## config.mk

```make
export PLATFORM = sky130hd
export DESIGN_NAME = fp16_round_pack
export DESIGN_NICKNAME = d
export VERILOG_FILES = /design/src/rtl/fp16_pkg.sv /design/src/rtl/lzc.sv /design/src/rtl/fp16_round_pack.sv
export SDC_FILE = /design/constraint.sdc
export NUM_CORES = 1
export LEC_CHECK = 0
export BUFFER_PORTS_ARGS = -buffer_cell sky130_fd_sc_hd__buf_2
export CORE_MARGIN = 1.5
export CORE_UTILIZATION = 30
export DETAILED_ROUTE_END_ITERATION = 10
export GPL_ROUTABILITY_DRIVEN = 0
export HOLD_SLACK_MARGIN = 0.1
export PLACE_DENSITY_LB_ADDON = 0.2
export SLEW_MARGIN = 30
export SYNTH_ARGS = -nofsm -noshare
export SYNTH_HDL_FRONTEND = slang
export SYNTH_SLANG_ARGS = --single-unit
```

## constraint.sdc

```tcl
create_clock -name clk -period 15 [get_ports clk]
set_clock_uncertainty 0.2 [all_clocks]
set_input_delay 2.25 -clock clk [delete_from_list [all_inputs] [get_ports clk]]
set_output_delay 2.25 -clock clk [all_outputs]
set_load 0.02 [all_outputs]
```

## src/rtl/fp16_pkg.sv

```systemverilog
// ============================================================================
//  Module   : fp16_pkg
//  Purpose  : Shared types and constants for the FP16 round/pack datapath.
//  Revision : 1.0 - initial release
// ============================================================================
`default_nettype none

package fp16_pkg;

    typedef enum logic [1:0] {
        RZ  = 2'b00,
        RNE = 2'b01,
        RM  = 2'b10,
        RP  = 2'b11
    } roundmode_t;

    localparam int          BIAS = 15;
    localparam int          EMAX = 31;
    localparam logic [15:0] QNAN = 16'h7E00;
    localparam logic [14:0] INF  = 15'h7C00;
    localparam logic [14:0] MAXF = 15'h7BFF;

    localparam int FLAG_INVALID   = 3;
    localparam int FLAG_OVERFLOW  = 2;
    localparam int FLAG_UNDERFLOW = 1;
    localparam int FLAG_INEXACT   = 0;

endpackage

`default_nettype wire

```

## src/rtl/lzc.sv

```systemverilog
// ============================================================================
//  Module   : lzc
//  Purpose  : Leading-zero counter; an all-zero input returns W.
//  Revision : 1.0 - initial release
// ============================================================================
`default_nettype none

module lzc #(
    parameter int W  = 22,
    parameter int CW = $clog2(W + 1)
) (
    input  logic [W-1:0]  data,
    output logic [CW-1:0] count
);

    // Ascending scan: the highest set bit is the last one to write count.
    always_comb begin
        count = CW'(W);
        for (int i = 0; i < W; i++) begin
            if (data[i]) begin
                count = CW'(W - 1 - i);
            end
        end
    end

endmodule

`default_nettype wire

```

## src/rtl/fp16_round_pack.sv

```systemverilog
// ============================================================================
//  Module   : fp16_round_pack
//  Purpose  : Two-stage normalize / round / pack of an FMA result to binary16.
//  Revision : 1.0 - initial release
// ============================================================================
`default_nettype none

module fp16_round_pack
    import fp16_pkg::*;
#(
    parameter int MW = 22,
    parameter int EW = 8
) (
    input  logic          clk,
    input  logic          reset,
    input  logic          in_valid,
    output logic          in_ready,
    input  logic          Zs,
    input  logic [EW-1:0] Ze,
    input  logic [MW-1:0] Zm,
    input  logic          Zsticky,
    input  logic          Znan,
    input  logic          Zinf,
    input  logic          Zinvalid,
    input  logic [1:0]    roundmode,
    output logic          out_valid,
    input  logic          out_ready,
    output logic [15:0]   result,
    output logic [3:0]    flags
);

    localparam int LW = $clog2(MW + 1);
    localparam int XW = EW + 2;

    logic                 w_s2_ready;
    logic                 w_in_ready;
    logic [LW-1:0]        w_lz;
    logic signed [XW-1:0] w_ze;
    logic signed [XW-1:0] w_enorm;
    logic signed [XW-1:0] w_rsh_raw;
    logic [XW-1:0]        w_rsh_sat;
    logic [XW-1:0]        w_sub_sh;
    logic [2*MW:0]        w_rext;
    logic [MW-1:0]        w_n_m;
    logic signed [EW-1:0] w_n_e;
    logic                 w_n_st;

    logic                 r_s1_valid;
    logic                 r_s1_sign;
    logic signed [EW-1:0] r_s1_e;
    logic [MW-1:0]        r_s1_m;
    logic                 r_s1_sticky;
    logic                 r_s1_nan;
    logic                 r_s1_inf;
    logic                 r_s1_zero;
    logic                 r_s1_invalid;
    roundmode_t           r_s1_rm;

    logic                 r_out_valid;
    logic [15:0]          r_result;
    logic [3:0]           r_flags;

    assign w_s2_ready = ~r_out_valid | out_ready;
    assign w_in_ready = ~r_s1_valid | w_s2_ready;
    assign in_ready   = w_in_ready;

    lzc #(.W(MW)) u_lzc (
        .data  (Zm),
        .count (w_lz)
    );

    // ---------------- stage 1: normalize ----------------
    assign w_ze      = {{(XW-EW){Ze[EW-1]}}, Ze};
    assign w_enorm   = w_ze - $signed({{(XW-LW){1'b0}}, w_lz});
    assign w_sub_sh  = XW'(w_ze - 1);
    assign w_rsh_raw = XW'(1 - w_ze);
    assign w_rsh_sat = (w_rsh_raw > $signed(XW'(MW + 1))) ? XW'(MW + 1) : $unsigned(w_rsh_raw);
    // Low MW+1 bits catch everything shifted out, so their OR is the sticky.
    assign w_rext    = {Zm, {(MW+1){1'b0}}} >> w_rsh_sat;

    always_comb begin
        w_n_m  = Zm;
        w_n_e  = '0;
        w_n_st = 1'b0;
        if (w_enorm >= 1) begin
            w_n_m = Zm << w_lz;
            w_n_e = EW'(w_enorm);
        end else if (w_ze >= 1) begin
            w_n_m = Zm << w_sub_sh;
        end else begin
            w_n_m  = w_rext[2*MW:MW+1];
            w_n_st = |w_rext[MW:0];
        end
    end

    always_ff @(posedge clk) begin
        if (reset) begin
            r_s1_valid <= 1'b0;
        end else if (w_in_ready) begin
            r_s1_valid <= in_valid;
            if (in_valid) begin
                r_s1_sign    <= Zs;
                r_s1_e       <= w_n_e;
                r_s1_m       <= w_n_m;
                r_s1_sticky  <= w_n_st | Zsticky;
                r_s1_nan     <= Znan;
                r_s1_inf     <= Zinf;
                r_s1_zero    <= (Zm == '0) & ~Zsticky;
                r_s1_invalid <= Zinvalid;
                r_s1_rm      <= roundmode_t'(roundmode);
            end
        end
    end

    // ---------------- stage 2: round / pack ----------------
    logic        w_intbit;
    logic [9:0]  w_frac;
    logic        w_guard;
    logic        w_sticky;
    logic        w_inexact;
    logic        w_inc;
    logic [4:0]  w_efield;
    logic [14:0] w_sum;
    logic        w_ovf;
    logic        w_ovf_inf;
    logic [15:0] w_result;
    logic [3:0]  w_flags;

    assign w_intbit  = r_s1_m[MW-1];
    assign w_frac    = r_s1_m[MW-2:MW-11];
    assign w_guard   = r_s1_m[MW-12];
    assign w_sticky  = (|r_s1_m[MW-13:0]) | r_s1_sticky;
    assign w_inexact = w_guard | w_sticky;
    assign w_efield  = w_intbit ? r_s1_e[4:0] : 5'd0;
    // The carry out of the fraction lands in the exponent field naturally.
    assign w_sum     = {w_efield, w_frac} + 15'(w_inc);
    assign w_ovf     = (r_s1_e >= EMAX) | (w_sum[14:10] == 5'd31);

    always_comb begin
        w_inc     = 1'b0;
        w_ovf_inf = 1'b0;
        case (r_s1_rm)
            RNE: begin
                w_inc     = w_guard & (w_sticky | w_frac[0]);
                w_ovf_inf = 1'b1;
            end
            RP: begin
                w_inc     = ~r_s1_sign & w_inexact;
                w_ovf_inf = ~r_s1_sign;
            end
            RM: begin
                w_inc     = r_s1_sign & w_inexact;
                w_ovf_inf = r_s1_sign;
            end
            default: begin
                w_inc     = 1'b0;
                w_ovf_inf = 1'b0;
            end
        endcase
    end

    always_comb begin
        w_result = {r_s1_sign, w_sum};
        w_flags  = '0;
        w_flags[FLAG_INEXACT]   = w_inexact;
        w_flags[FLAG_UNDERFLOW] = w_inexact & (w_efield == 5'd0);
        if (r_s1_nan) begin
            w_result = QNAN;
            w_flags  = '0;
            w_flags[FLAG_INVALID] = r_s1_invalid;
        end else if (r_s1_inf) begin
            w_result = {r_s1_sign, INF};
            w_flags  = '0;
        end else if (r_s1_zero) begin
            w_result = {r_s1_sign, 15'h0000};
            w_flags  = '0;
        end else if (w_ovf) begin
            w_result = {r_s1_sign, w_ovf_inf ? INF : MAXF};
            w_flags  = '0;
            w_flags[FLAG_OVERFLOW] = 1'b1;
            w_flags[FLAG_INEXACT]  = 1'b1;
        end
    end

    always_ff @(posedge clk) begin
        if (reset) begin
            r_out_valid <= 1'b0;
            r_result    <= '0;
            r_flags     <= '0;
        end else if (w_s2_ready) begin
            r_out_valid <= r_s1_valid;
            if (r_s1_valid) begin
                r_result <= w_result;
                r_flags  <= w_flags;
            end
        end
    end

    assign out_valid = r_out_valid;
    assign result    = r_result;
    assign flags     = r_flags;

endmodule

`default_nettype wire

```

; Word-level counts from Yosys, hierarchy flattened
; Cells that the tools add are included.
[classes]
n_bitwise = 17
n_addsub = 4
order_cmp = 4
shifts = 3
n_mux = 39
n_eq_ne = 4
reduce_logical = 6
[ops]
columns = op, n
row1 = $mux 5, 17
row2 = $mux 15, 3
row3 = $shr 45x10->45, 1
row4 = $mux 22, 2
row5 = $reduce_or 23->1, 1
row6 = $logic_not 22->1, 1
row7 = $shl 22x10->22, 1
row8 = $shl 22x5->22, 1
row9 = $mux 3, 7
row10 = $mux 16, 1
row11 = $add 15x1->15, 1
row12 = $mux 11, 1
row13 = $mux 10, 1
row14 = $reduce_or 10->1, 1
row15 = $ge 9x2->1 const B, 1
row16 = $gt 9x6->1 const B, 1
row17 = $sub 2x8->9 const A, 1
row18 = $sub 8x2->9 const B, 1
row19 = $sub 8x6->9, 1
row20 = $ge 8x2->1 const B, 1
row21 = $ge 8x6->1 const B, 1
row22 = $or 1x1->1, 7
row23 = $pmux 1 s3, 2
row24 = $and 1x1->1, 5
row25 = other kinds (10), 17
[totals]
out_inout_bits = 22
regBits = 60
input_bits = 41

; Logic depth before layout (Yosys ltp)
; Gate-level depths: netlist (run 1).
[logic_depth]
ltp_word = 26
mapped_depth = 24
ltp_nobuf = 20

; By module
; Synthesis (run 1) repeated with hierarchy kept, for this count alone.
[hier_totals]
cells_unflattened = 974
area_unflattened_um2 = 7304.5
[by_module_without_submodules]
columns = module, area_per_inst_um2, seq_area_each_um2, cells_per_inst, n_inst
row1 = fp16_round_pack, 7064.3, 1581.5, 932, 1
row2 = lzc, 240.2, 0.0, 42, 1

; Worst setup path before layout (run 1)
; OpenSTA, ideal clock, no wires.
[synth_timing]
path_type = input-to-reg
from = input port Zm[1]
to = register r_s1_m[15], data pin
required_ps = 14539
arrival_time_ps = 6643
path_buffers = 5
cell_stages = 24
setup_time_ps = 261
path_slack_ps = 7897
cell_sequence = clkbuf_1 nor2_1 o31ai_1 a211oi_1 o311ai_0 a21boi_0 o31a_1 clkbuf_1 inv_1 buf_1 buf_1 ha_1 nor2b_1 o21ai_0 nand2b_1 a21o_1 a21o_1 xor2_1 a41oi_1 o21bai_1 clkbuf_1 o21ai_0 a31oi_1 a21oi_1
[synth_via]
elab_chain_cells = 24
elab_cells_between_ends = 28
[synth_lines]
columns = element, line
row1 = start: declaration, fp16_round_pack.sv:20  ; input logic [MW-1:0] Zm,
row2 = $mux 2, lzc.sv:20  ; if (data[i]) begin
row3 = $mux 3 (4 in a row), lzc.sv:20
row4 = $mux 5 (16 in a row), lzc.sv:20
row5 = $sub 8x6->9, fp16_round_pack.sv:74  ; assign w_enorm = w_ze - $signed({{(XW-LW){1'b0}}, w_lz});
row6 = $ge 9x2->1, fp16_round_pack.sv:85  ; if (w_enorm >= 1) begin
row7 = $mux 22 *, fp16_round_pack.sv:85
row8 = named net w_n_m[15], fp16_round_pack.sv:44  ; logic [MW-1:0] w_n_m;
row9 = end signal: assignment, fp16_round_pack.sv:104  ; r_s1_m <= w_n_m;
row10 = end: declaration, fp16_round_pack.sv:51  ; logic [MW-1:0] r_s1_m;
; Mark *: on every way through the listed nets, which the timed path passes. The rest lies on a longest branch.
; A chain may end at the register's enable or synchronous reset.

; Worst setup path in the final report (run 1)
[layout_timing]
from = input port Ze[1]
to = register r_s1_m[0], data pin
[layout_via]
elab_chain_cells = 6
elab_cells_between_ends = 11
[layout_lines]
columns = element, line
row1 = start: declaration, fp16_round_pack.sv:19  ; input logic [EW-1:0] Ze,
row2 = $sub 2x8->9, fp16_round_pack.sv:76  ; assign w_rsh_raw = XW'(1 - w_ze);
row3 = $gt 9x6->1, fp16_round_pack.sv:77  ; assign w_rsh_sat = (w_rsh_raw > $signed(XW'(MW + 1))) ? XW'(MW + 1) : $unsigned(w_rsh_raw);
row4 = $mux 10, fp16_round_pack.sv:77
row5 = $shr 45x10->45, fp16_round_pack.sv:79  ; assign w_rext = {Zm, {(MW+1){1'b0}}} >> w_rsh_sat;
row6 = $mux 22, fp16_round_pack.sv:88  ; end else if (w_ze >= 1) begin
row7 = $mux 22 *, fp16_round_pack.sv:85
row8 = named net w_n_m[0], fp16_round_pack.sv:44
; Marked as above.

==> impl_metrics.csv, run 1 <==
group,metric,value,unit
synthesis,postSynthAreaPerCell,7.15,µm²
synthesis,syn_area,7140,µm²
detailed_routing,drtIter0Drc,877,
synthesis,postSynthNetCount,1052,
sta,rsz0062_at_grt,"false",
worst_setup_path,crit_path_max_incr_delay,0.82,ns
detailed_routing,dr.pass1.iters,6,
worst_setup_path,slowest_stage,"sky130_fd_sc_hd__ha_1",
sta,final_period_utilization,0.509,
worst_setup_path,worst-endpoint-required,14.87,ns
worst_setup_path,reg2regPathDepth,17,
die,chipWidth,157,µm
clock_network,clock_tree.htree_level_count,3,
clock_network,cts.repair_timing.setup_buffer_count,0,
worst_setup_path,timing.rr.end,"result[0]",
sta,fmaxAchievable,0.131,GHz
die,rows,56,
detailed_routing,vias_per_cell,6.02,
finish,core_utilization_of_the_finished_layout,0.339,
worst_setup_path,cp-end-kind,"flip-flop",
clock_network,cts_num_sinks,60,
global_routing,grt_antenna_before_repair,2,
synthesis,synthFlopType,"sky130_fd_sc_hd__edfxtp_1",
clock_network,path_clk_slew,0.05,ns
die,die_h,157,µm
clock_network,postCtsResizedCells,0,
finish,mostFrequentLayoutCells,"sky130_fd_sc_hd__a21oi_1 (114), sky130_fd_sc_hd__nor2_1 (108), sky130_fd_sc_hd__nand2_1 (107)",
sta,max_slew_margin,0.376,
sta,number_of_pins_with_negative_max_slew_slack_in_the_final_report,0,
synthesis,yosysWarnings,0,
finish,drive_above_1_share,0.133,
detailed_routing,drt_drc_violations_left,0,
worst_setup_path,r2r_setup_slack,10.99,ns
worst_setup_path,setup.worst_path.class,"in -> reg",
detailed_routing,wl_per_cell,21.0,µm
synthesis,synth_edf_count,38,
detailed_routing,num_vias,7946,
power,leakage_power,2.95,nW
hold_path,hp-class,"reg -> reg",
sta,layout_min_cycle_time,7.63,ns
placed_design,dpl.hpwl,20.9,mm
finish,final_common_cell,"sky130_fd_sc_hd__a21oi_1",
sta,max_slew.worst_pin.slew,0.936,ns
synthesis,ys_ff_latch,60,
synthesis,synth_cell_type_count,78,
clock_network,cts_tree,"done",
sta,finalHoldWorstSlack,0.247,ns
sta,total_negative_slack,0,ns
power,vdd.ir_drop.worst,0.0413,mV
sta,setup_slack,7.37,ns
global_routing,grt_first_pass_wirelength,42.3,mm
worst_setup_path,worst_r2r_startpoint,"r_s1_m[1]",
die,core,23400,µm²
sta,finalHoldViolations,0,
placed_design,detailedPlace.worstSlack,7.10,ns
detailed_routing,ant_nets,0,
finish,nNetsFinal,1050,
sta,setup_viol,0,
worst_setup_path,start_kind,"input pin",
global_routing,globalRouteOverflowTotal,0,
synthesis,synth_async_sr_flop_share,0,
worst_setup_path,path_max_fanout,40,
placed_design,i_o_buffers,62,
global_routing,grt_pass1_vias,7111,
finish,layout-area-overhead-vs-synth,11.1,%
synthesis,synthCells,998,
worst_setup_path,worstSetupEndpoint,"r_s1_m[0]",
power,power.density_cell_area,78.9,nW/µm²
global_routing,largest_net_degree_at_the_start_of_global_routing,66,
clock_network,cts_inserted_buffers,9,
clock_network,clock_buffer_depth,2,
worst_setup_path,timing.critical_path.arrival,7.50,ns
clock_network,post_cts_hold_buffer_count,0,
worst_setup_path,crit_start,"Ze[1]",
die,floorplan.initialDensity,0.305,
clock_network,cts_root_buf,"sky130_fd_sc_hd__clkbuf_16",
clock_network,worst_skew_pair.late_latency,0.32,ns
status,status,"finished clean",
worst_setup_path,path_cells,"buf_2 > clkinv_1 > ha_1 > nand2_1 > a31o_2 > a222oi_1 > buf_4 > nand2_2 > a31oi_1 > mux2i_1 > a21oi_1 > nand2_1 > a31oi_1 > o22ai_1 > a21o_1",
detailed_routing,routed_wl,27.7,mm
job,max-cap-violations,0,
die,floorplan.die_area,24700,µm²
die,ios,63,
global_routing,grt_use_total,0.223,
synthesis,ys_seq_area_frac,0.222,
==> power breakdown <==
group,total (mW),internal [mW],switching (mW)
Sequential,0.190,0.186,0.00457
Clock,0.210,0.143,0.0668
Combinational,0.226,0.0734,0.152
Total,0.626,0.402,0.224
==> cell families after synthesis <==
group,after synthesis,synth area share
flops,60,0.222
compound gates,347,0.312
fa+ha+maj,13,0.0238
buf+inv,116,0.0655
mux,50,0.0920
xor+xnor,29,0.0356
simple gates,383,0.249
==> worst min-delay path by stage <==
| stage | from | endpoint | slack (ns) | cells past startpoint |
|---|---|---|---|---|
| after CTS | result[0] | result[0] | 0.25 | 2 |
| after global placement | result[15] | result[15] | 0.24 | 2 |
| after global routing | result[15] | result[15] | 0.27 | 2 |
| final | result[0] | result[0] | 0.25 | 2 |
| after detailed placement | result[0] | result[0] | 0.24 | 2 |
| after floorplan | r_s1_valid | out_valid | 0.30 | 2 |
==> synth_stat cells, types with 21 or more instances <==
cell	count	area (µm²)
sky130_fd_sc_hd__a21oi_1	114	571
sky130_fd_sc_hd__nor2_1	109	409
sky130_fd_sc_hd__nand2_1	107	402
sky130_fd_sc_hd__clkbuf_1	64	240
sky130_fd_sc_hd__o21ai_0	62	310
sky130_fd_sc_hd__nor3_1	41	205
sky130_fd_sc_hd__edfxtp_1	38	1140
sky130_fd_sc_hd__nand3_1	37	185
sky130_fd_sc_hd__mux2i_1	33	330
sky130_fd_sc_hd__inv_1	27	101
sky130_fd_sc_hd__a211oi_1	24	180
sky130_fd_sc_hd__dfxtp_1	22	440
sky130_fd_sc_hd__o22ai_1	21	131
==> layout make-up <==
class / count / area, µm²
timing repair buffer: 74 / 400
clock buffer: 13 / 272
sequential: 60 / 1580
antenna: 1 / 2.50
tap: 319 / 399
clock inverter: 3 / 41.3
inverter: 29 / 109
fill: 2580 / 15500
multi-input combinational: 822 / 5120
==> metrics by stage <==
step | total power [mW] | std cells | cell area [µm²]
6_report | 0.626 | 1321 | 7930
5_1_grt | 0.655 | 1320 | 7930
4_1_cts | 0.624 | 1320 | 7920
3_5_place_dp | 0.411 | 1304 | 7610
3_3_place_gp | 0.413 | 1304 | 7600
2_1_floorplan | 0.345 | 998 | 7140
==> registers in the layout, indices dropped and copies added (netlist names), 2 cells and up <==
signal and cells:
flags 4, r_s1_e 8, r_s1_rm 2, result 16, r_s1_m 22
==> per-layer routing <==
metal  GRT usage  share of wire  vias up
met5           0              0        -
met3      0.0314          0.086       72
li1            -              -     3716
met2       0.343           0.43      450
met1       0.313           0.44     3708
met4      0.0885          0.037        0
==> critical path, delay by kind of cell <==
kind / cells / cell delay, ns
and+or+nand+nor: 3 / 0.50
adders and majority gates: 1 / 0.82
muxes: 1 / 0.19
AOI/OAI and AO/OA: 7 / 2.43
buffers and inverters: 3 / 1.24
No activity file was read; power rests on OpenSTA's default activity.
==> run 2: changes to the inputs <==
==> constraint.sdc (replaced) <==
create_clock -name clk -period 7.5 [get_ports clk]
set_clock_uncertainty 0.2 [all_clocks]
set_input_delay 1.125 -clock clk [delete_from_list [all_inputs] [get_ports clk]]
set_output_delay 1.125 -clock clk [all_outputs]
set_load 0.02 [all_outputs]
==> run 2 against run 1 <==
Compared with the run above:
- setup slack worse by 5.6 ns
- clock power is 80% higher
- total power is 93% higher
- cell count is 0.61% higher
- wire length is 0.25% lower
- sequential share of layout area is 0.053 points lower
- non-clock buffer count is 9 higher
- sequential cell count stayed put
- cell area is 0.27% higher
- combinational power is 99% higher
- global-route usage is 0.16 points lower
==> impl_metrics.csv, run 2 (synthesis gave the netlist of run 1 again) <==
group,metric,value,unit
finish,post_layout_nonfiller_instances,1329,
sta,max_slew_margin,0.274,
finish,final_common_cell,"sky130_fd_sc_hd__a21oi_1",
detailed_routing,num_vias,7956,
clock_network,worst_skew_pair.late_latency,0.32,ns
die,floorplan.initialDensity,0.305,
placed_design,i_o_buffers,62,
sta,max_slew.worst_pin.slew,1.08,ns
power,power.density_cell_area,152,nW/µm²
clock_network,cts_root_buf,"sky130_fd_sc_hd__clkbuf_16",
sta,fmaxAchievable,0.176,GHz
worst_setup_path,timing.critical_path.arrival,5.55,ns
worst_setup_path,path_max_fanout,30,
die,die_h,157,µm
placed_design,dpl-instance-area,7680,µm²
clock_network,cts_inserted_buffers,9,
clock_network,path_clk_slew,0.05,ns
worst_setup_path,setup.worst_path.class,"in -> reg",
die,floorplan.die_area,24700,µm²
clock_network,cts.repair_timing.setup_buffer_count,0,
clock_network,cts_tree,"done",
worst_setup_path,worst-endpoint-required,7.35,ns
global_routing,grt_use_total,0.222,
global_routing,grt_pass1_vias,7078,
sta,finalHoldWorstSlack,0.246,ns
global_routing,globalRouteOverflowTotal,0,
job,max-cap-violations,0,
power,finalPower,1.21,mW
global_routing,largest_net_degree_at_the_start_of_global_routing,65,
clock_network,clock_buffer_depth,2,
power,vdd.ir_drop.worst,0.113,mV
detailed_routing,drtIter0Drc,812,
detailed_routing,vias_per_cell,5.99,
sta,rsz0062_at_grt,"false",
detailed_routing,drt_drc_violations_left,0,
sta,number_of_pins_with_negative_max_slew_slack_in_the_final_report,0,
finish,drive_above_1_share,0.139,
detailed_routing,ant_nets,0,
finish,postLayoutCellArea,7950,µm²
worst_setup_path,crit_family,"compound AO/OA/AOI/OAI gates",
global_routing,grt_first_pass_wirelength,42.1,mm
sta,setup_viol,0,
sta,final_period_utilization,0.759,
finish,layout-area-overhead-vs-synth,11.4,%
clock_network,clock_tree.htree_level_count,3,
detailed_routing,wl_per_cell,20.8,µm
clock_network,post_cts_hold_buffer_count,0,
finish,nNetsFinal,1059,
finish,largest_register_ff_count,22,
worst_setup_path,cp-end-kind,"flip-flop",
die,rows,56,
finish,mostFrequentLayoutCells,"sky130_fd_sc_hd__a21oi_1 (114), sky130_fd_sc_hd__nor2_1 (109), sky130_fd_sc_hd__nand2_1 (107)",
finish,diodes,0,
sta,finalHoldViolations,0,
detailed_routing,dr.pass1.iters,6,
placed_design,dpl.hpwl,20.9,mm
status,status,"finished clean",
power,leakage_power,2.98,nW
die,chipWidth,157,µm
global_routing,grt_antenna_before_repair,0,
worst_setup_path,slowest_stage,"sky130_fd_sc_hd__nor2_1",
clock_network,postCtsResizedCells,0,
clock_network,cts_num_sinks,60,
worst_setup_path,worst_path_bufs_invs,4,
finish,regMostFlops,"r_s1_m",
worst_setup_path,path_cells,"buf_2 > inv_1 > a2111oi_0 > or3_1 > nand2_1 > nor2_1 > inv_2 > ha_1 > fa_1 > nor2b_1 > o21ai_0 > nand2b_1 > xnor2_1 > a41oi_1 > o21bai_2 > buf_4 > o221ai_1 > o41ai_1 > a21oi_1",
sta,layout_min_cycle_time,5.69,ns
hold_path,hp-class,"reg -> reg",
worst_setup_path,crit_path_max_incr_delay,0.55,ns
die,core,23400,µm²
worst_setup_path,start_kind,"input pin",
detailed_routing,routed_wl,27.6,mm
placed_design,post-place-cells,1313,
sta,total_negative_slack,0,ns
die,ios,63,
run 2: cell types whose count changed in the layout (fill, tap and decap cells not counted), sizes merged:
cell,delta
bufinv,-1
clkbuf,+1
inv,-1
buf,+9
clkinv,+1
diode,-1
run 2: cell type report:
cell class / count / area [µm²]
Clock inverter: 2 / 10.0
Inverter: 29 / 109
Multi-Input combinational cell: 822 / 5120
Clock buffer: 14 / 264
Sequential cell: 60 / 1580
Fill cell: 2547 / 15500
Tap cell: 319 / 399
Timing Repair Buffer: 83 / 468
run 2: path summary, 6_finish.rpt:
check,from,to,slack [ns],depth (start not counted)
worst max-delay path,Zm[15],r_s1_m[19],1.81,19
worst min-delay path,result[2],result[2],0.25,2
worst max register to register,r_s1_m[1],result[5],3.53,17
worst min register to register,result[2],result[2],0.25,2
run 2: power by group:
part,total [mW],switching [mW],internal [mW],leakage (nW)
sequential,0.380,0.00931,0.371,0.552
combinational,0.449,0.300,0.149,2.29
clock,0.377,0.136,0.240,0.137
run 2: metrics by stage:
step	utilization	worst slack, ns
finish	0.340	1.81
global route	0.340	1.40
global placement	0.327	1.68
CTS	0.340	1.90
floorplan	-	1.52
detailed placement	0.328	1.55
run 2: worst min-delay path, stage by stage (launching register included):
cell                      delay [ns]
sky130_fd_sc_hd__dfxtp_1        0.30
sky130_fd_sc_hd__nand2_1        0.05
sky130_fd_sc_hd__a21oi_1        0.05
run 2: metal layers:
metal	share of wire	global-route usage
met5	0	0
met4	0.039	0.0822
met3	0.085	0.0402
met2	0.43	0.331
met1	0.45	0.316
==> run 3: changes to the inputs <==
==> constraint.sdc (replaced) <==
create_clock -name clk -period 5.05 [get_ports clk]
set_clock_uncertainty 0.2 [all_clocks]
set_input_delay 0.7575 -clock clk [delete_from_list [all_inputs] [get_ports clk]]
set_output_delay 0.7575 -clock clk [all_outputs]
set_load 0.02 [all_outputs]
==> run 3 against run 2 <==
Compared with the run above:
- critical path depth fell by 5
- hold slack improved by 0.0053 ns
- total power rose by 56%
- sequential share of layout area fell by 1.0 points
- via count rose by 2.6%
- global-route usage rose by 0.58 points
- setup slack got worse by 1.4 ns
- clock-buffer cell count fell by 5
- non-clock buffer count rose by 52
- die area did not move
- register-to-register slack got worse by 2.5 ns
- combinational power rose by 57%
- critical path type unchanged
- critical endpoint is now r_s1_m[12]
- highest routed layer unchanged
==> impl_metrics.csv, run 3 (synthesis gave the netlist of run 1 again) <==
group,metric,value,unit
status,status,"finished clean",
clock_network,cts.repair_timing.setup_buffer_count,0,
detailed_routing,ant_nets,0,
clock_network,cts_root_buf,"sky130_fd_sc_hd__clkbuf_16",
die,floorplan.die_area,24700,µm²
sta,finalHoldViolations,0,
global_routing,grt_first_pass_wirelength,43.5,mm
sta,layout_min_cycle_time,4.61,ns
clock_network,worst_skew_pair.late_latency,0.33,ns
worst_setup_path,path_max_fanout,28,
worst_setup_path,crit_path_max_incr_delay,0.53,ns
global_routing,globalRouteOverflowTotal,0,
worst_setup_path,cp-end-kind,"flip-flop",
sta,setup_slack,0.441,ns
sta,max_slew_margin,0.386,
worst_setup_path,timing.critical_path.arrival,4.61,ns
clock_network,clock_tree.htree_level_count,3,
clock_network,post_cts_hold_buffer_count,0,
finish,final_common_cell,"sky130_fd_sc_hd__a21oi_1",
hold_path,hp-class,"reg -> reg",
detailed_routing,dr.pass1.iters,5,
finish,diodes,0,
power,finalPower,1.88,mW
detailed_routing,drt_drc_violations_left,0,
worst_setup_path,start_kind,"input pin",
detailed_routing,vias_per_cell,5.91,
finish,drive_above_1_share,0.184,
global_routing,grt_use_total,0.227,
worst_setup_path,setup.worst_path.class,"in -> reg",
worst_setup_path,slowest_stage,"sky130_fd_sc_hd__mux4_2",
power,power.density_cell_area,224,nW/µm²
sta,total_negative_slack,0,ns
worst_setup_path,worst-endpoint-required,5.05,ns
global_routing,grt_pass1_vias,7412,
power,leakage_power,3.25,nW
clock_network,cts_tree,"done",
clock_network,postCtsResizedCells,0,
placed_design,i_o_buffers,62,
die,floorplan.initialDensity,0.305,
global_routing,globalRoute.busiestLayer,"met2",
detailed_routing,wl_per_cell,20.3,µm
die,die_h,157,µm
sta,setup_viol,0,
finish,largest_register_ff_count,22,
global_routing,groute.layer.met2.usage,0.343,
clock_network,cts_inserted_buffers,9,
detailed_routing,drtIter0Drc,834,
global_routing,grt_use_met1,0.326,
placed_design,dpl.hpwl,21.6,mm
finish,regMostFlops,"r_s1_m",
detailed_routing,routed_wl,28.0,mm
global_routing,grt_util_met3,0.0251,
sta,max_slew.worst_pin.slew,0.920,ns
placed_design,detailedPlace.worstSlack,0.175,ns
die,chipWidth,157,µm
die,core,23400,µm²
sta,final_period_utilization,0.913,
die,rows,56,
die,ios,63,
clock_network,path_clk_slew,0.06,ns
global_routing,largest_net_degree_at_the_start_of_global_routing,65,
detailed_routing,num_vias,8162,
clock_network,clock_buffer_depth,2,
finish,mostFrequentLayoutCells,"sky130_fd_sc_hd__a21oi_1 (114), sky130_fd_sc_hd__nor2_1 (109), sky130_fd_sc_hd__nand2_1 (107)",
finish,layout-area-overhead-vs-synth,17.4,%
sta,number_of_pins_with_negative_max_slew_slack_in_the_final_report,0,
worst_setup_path,path_cells,"buf_2 > inv_1 > ha_1 > or3b_1 > or3_1 > a222oi_1 > buf_4 > and2_1 > mux4_2 > o221ai_1 > nor2_1 > o32ai_1 > buf_4 > a32o_1",
global_routing,grt_antenna_before_repair,0,
placed_design,post-place-cells,1365,
power,vdd.ir_drop.worst,0.148,mV
job,max-cap-violations,0,
sta,rsz0062_at_grt,"false",
worst_setup_path,cell_repeated_most_along_the_worst_path,"sky130_fd_sc_hd__buf_4",
finish,nNetsFinal,1111,
sta,fmaxAchievable,0.217,GHz
clock_network,cts_num_sinks,60,
finish,post_layout_nonfiller_instances,1381,
==> run 3: cell types whose count changed in the layout (fill, tap and decap cells not counted), moves of 2 or more <==
cell,change
sky130_fd_sc_hd__clkinv_4,+2
sky130_fd_sc_hd__clkbuf_1,-3
sky130_fd_sc_hd__clkbuf_8,-2
sky130_fd_sc_hd__buf_4,+51
==> run 3: worst paths after layout <==
path              slack (ns)  cells past startpoint  startpoint    endpoint
hold / removal          0.25                      2    flags[3]    flags[3]
setup / recovery        0.44                     14       Ze[2]  r_s1_m[12]
setup reg to reg        1.04                     16   r_s1_m[0]   result[4]
hold reg to reg         0.25                      2    flags[3]    flags[3]
==> run 3: cell type report <==
cell class / count / area [µm²]
Tap cell: 319 / 399
Clock inverter: 7 / 75.1
Timing Repair Buffer: 135 / 871
Sequential cell: 60 / 1580
Clock buffer: 9 / 225
Fill cell: 2559 / 15000
Multi-Input combinational cell: 822 / 5120
Inverter: 29 / 109
==> run 3: power by group <==
group          internal, mW  switching (mW)
combinational         0.254           0.451
sequential            0.551          0.0137
clock                 0.384           0.227
==> run 3: layer usage <==
| layer | part of all wire | vias up | wire [µm] |
|---|---|---|---|
| met5 | 0 | - | 0 |
| met4 | 0.036 | 0 | 1020 |
| met3 | 0.067 | 56 | 1870 |
| met2 | 0.44 | 377 | 12300 |
| met1 | 0.46 | 3875 | 12900 |
| li1 | - | 3854 | - |
==> run 3: per-stage QoR <==
step                      hold slack [ns]  utilization  cell area, µm²
final                               0.251        0.358            8380
after global routing                0.274        0.358            8380
after CTS                           0.255        0.358            8370
after detailed placement            0.247        0.345            8070
after global placement              0.241        0.345            8070
after floorplan                     0.296            -            7150
==> run 3: worst max-delay path, delay by kind of cell <==
kind	cells	cell delay, ns
AND/OR/NAND/NOR	4	1.12
adder cells (fa/ha/maj)	1	0.25
multiplexers	1	0.53
AO/OA/AOI/OAI	4	1.15
buffers and inverters	4	0.77
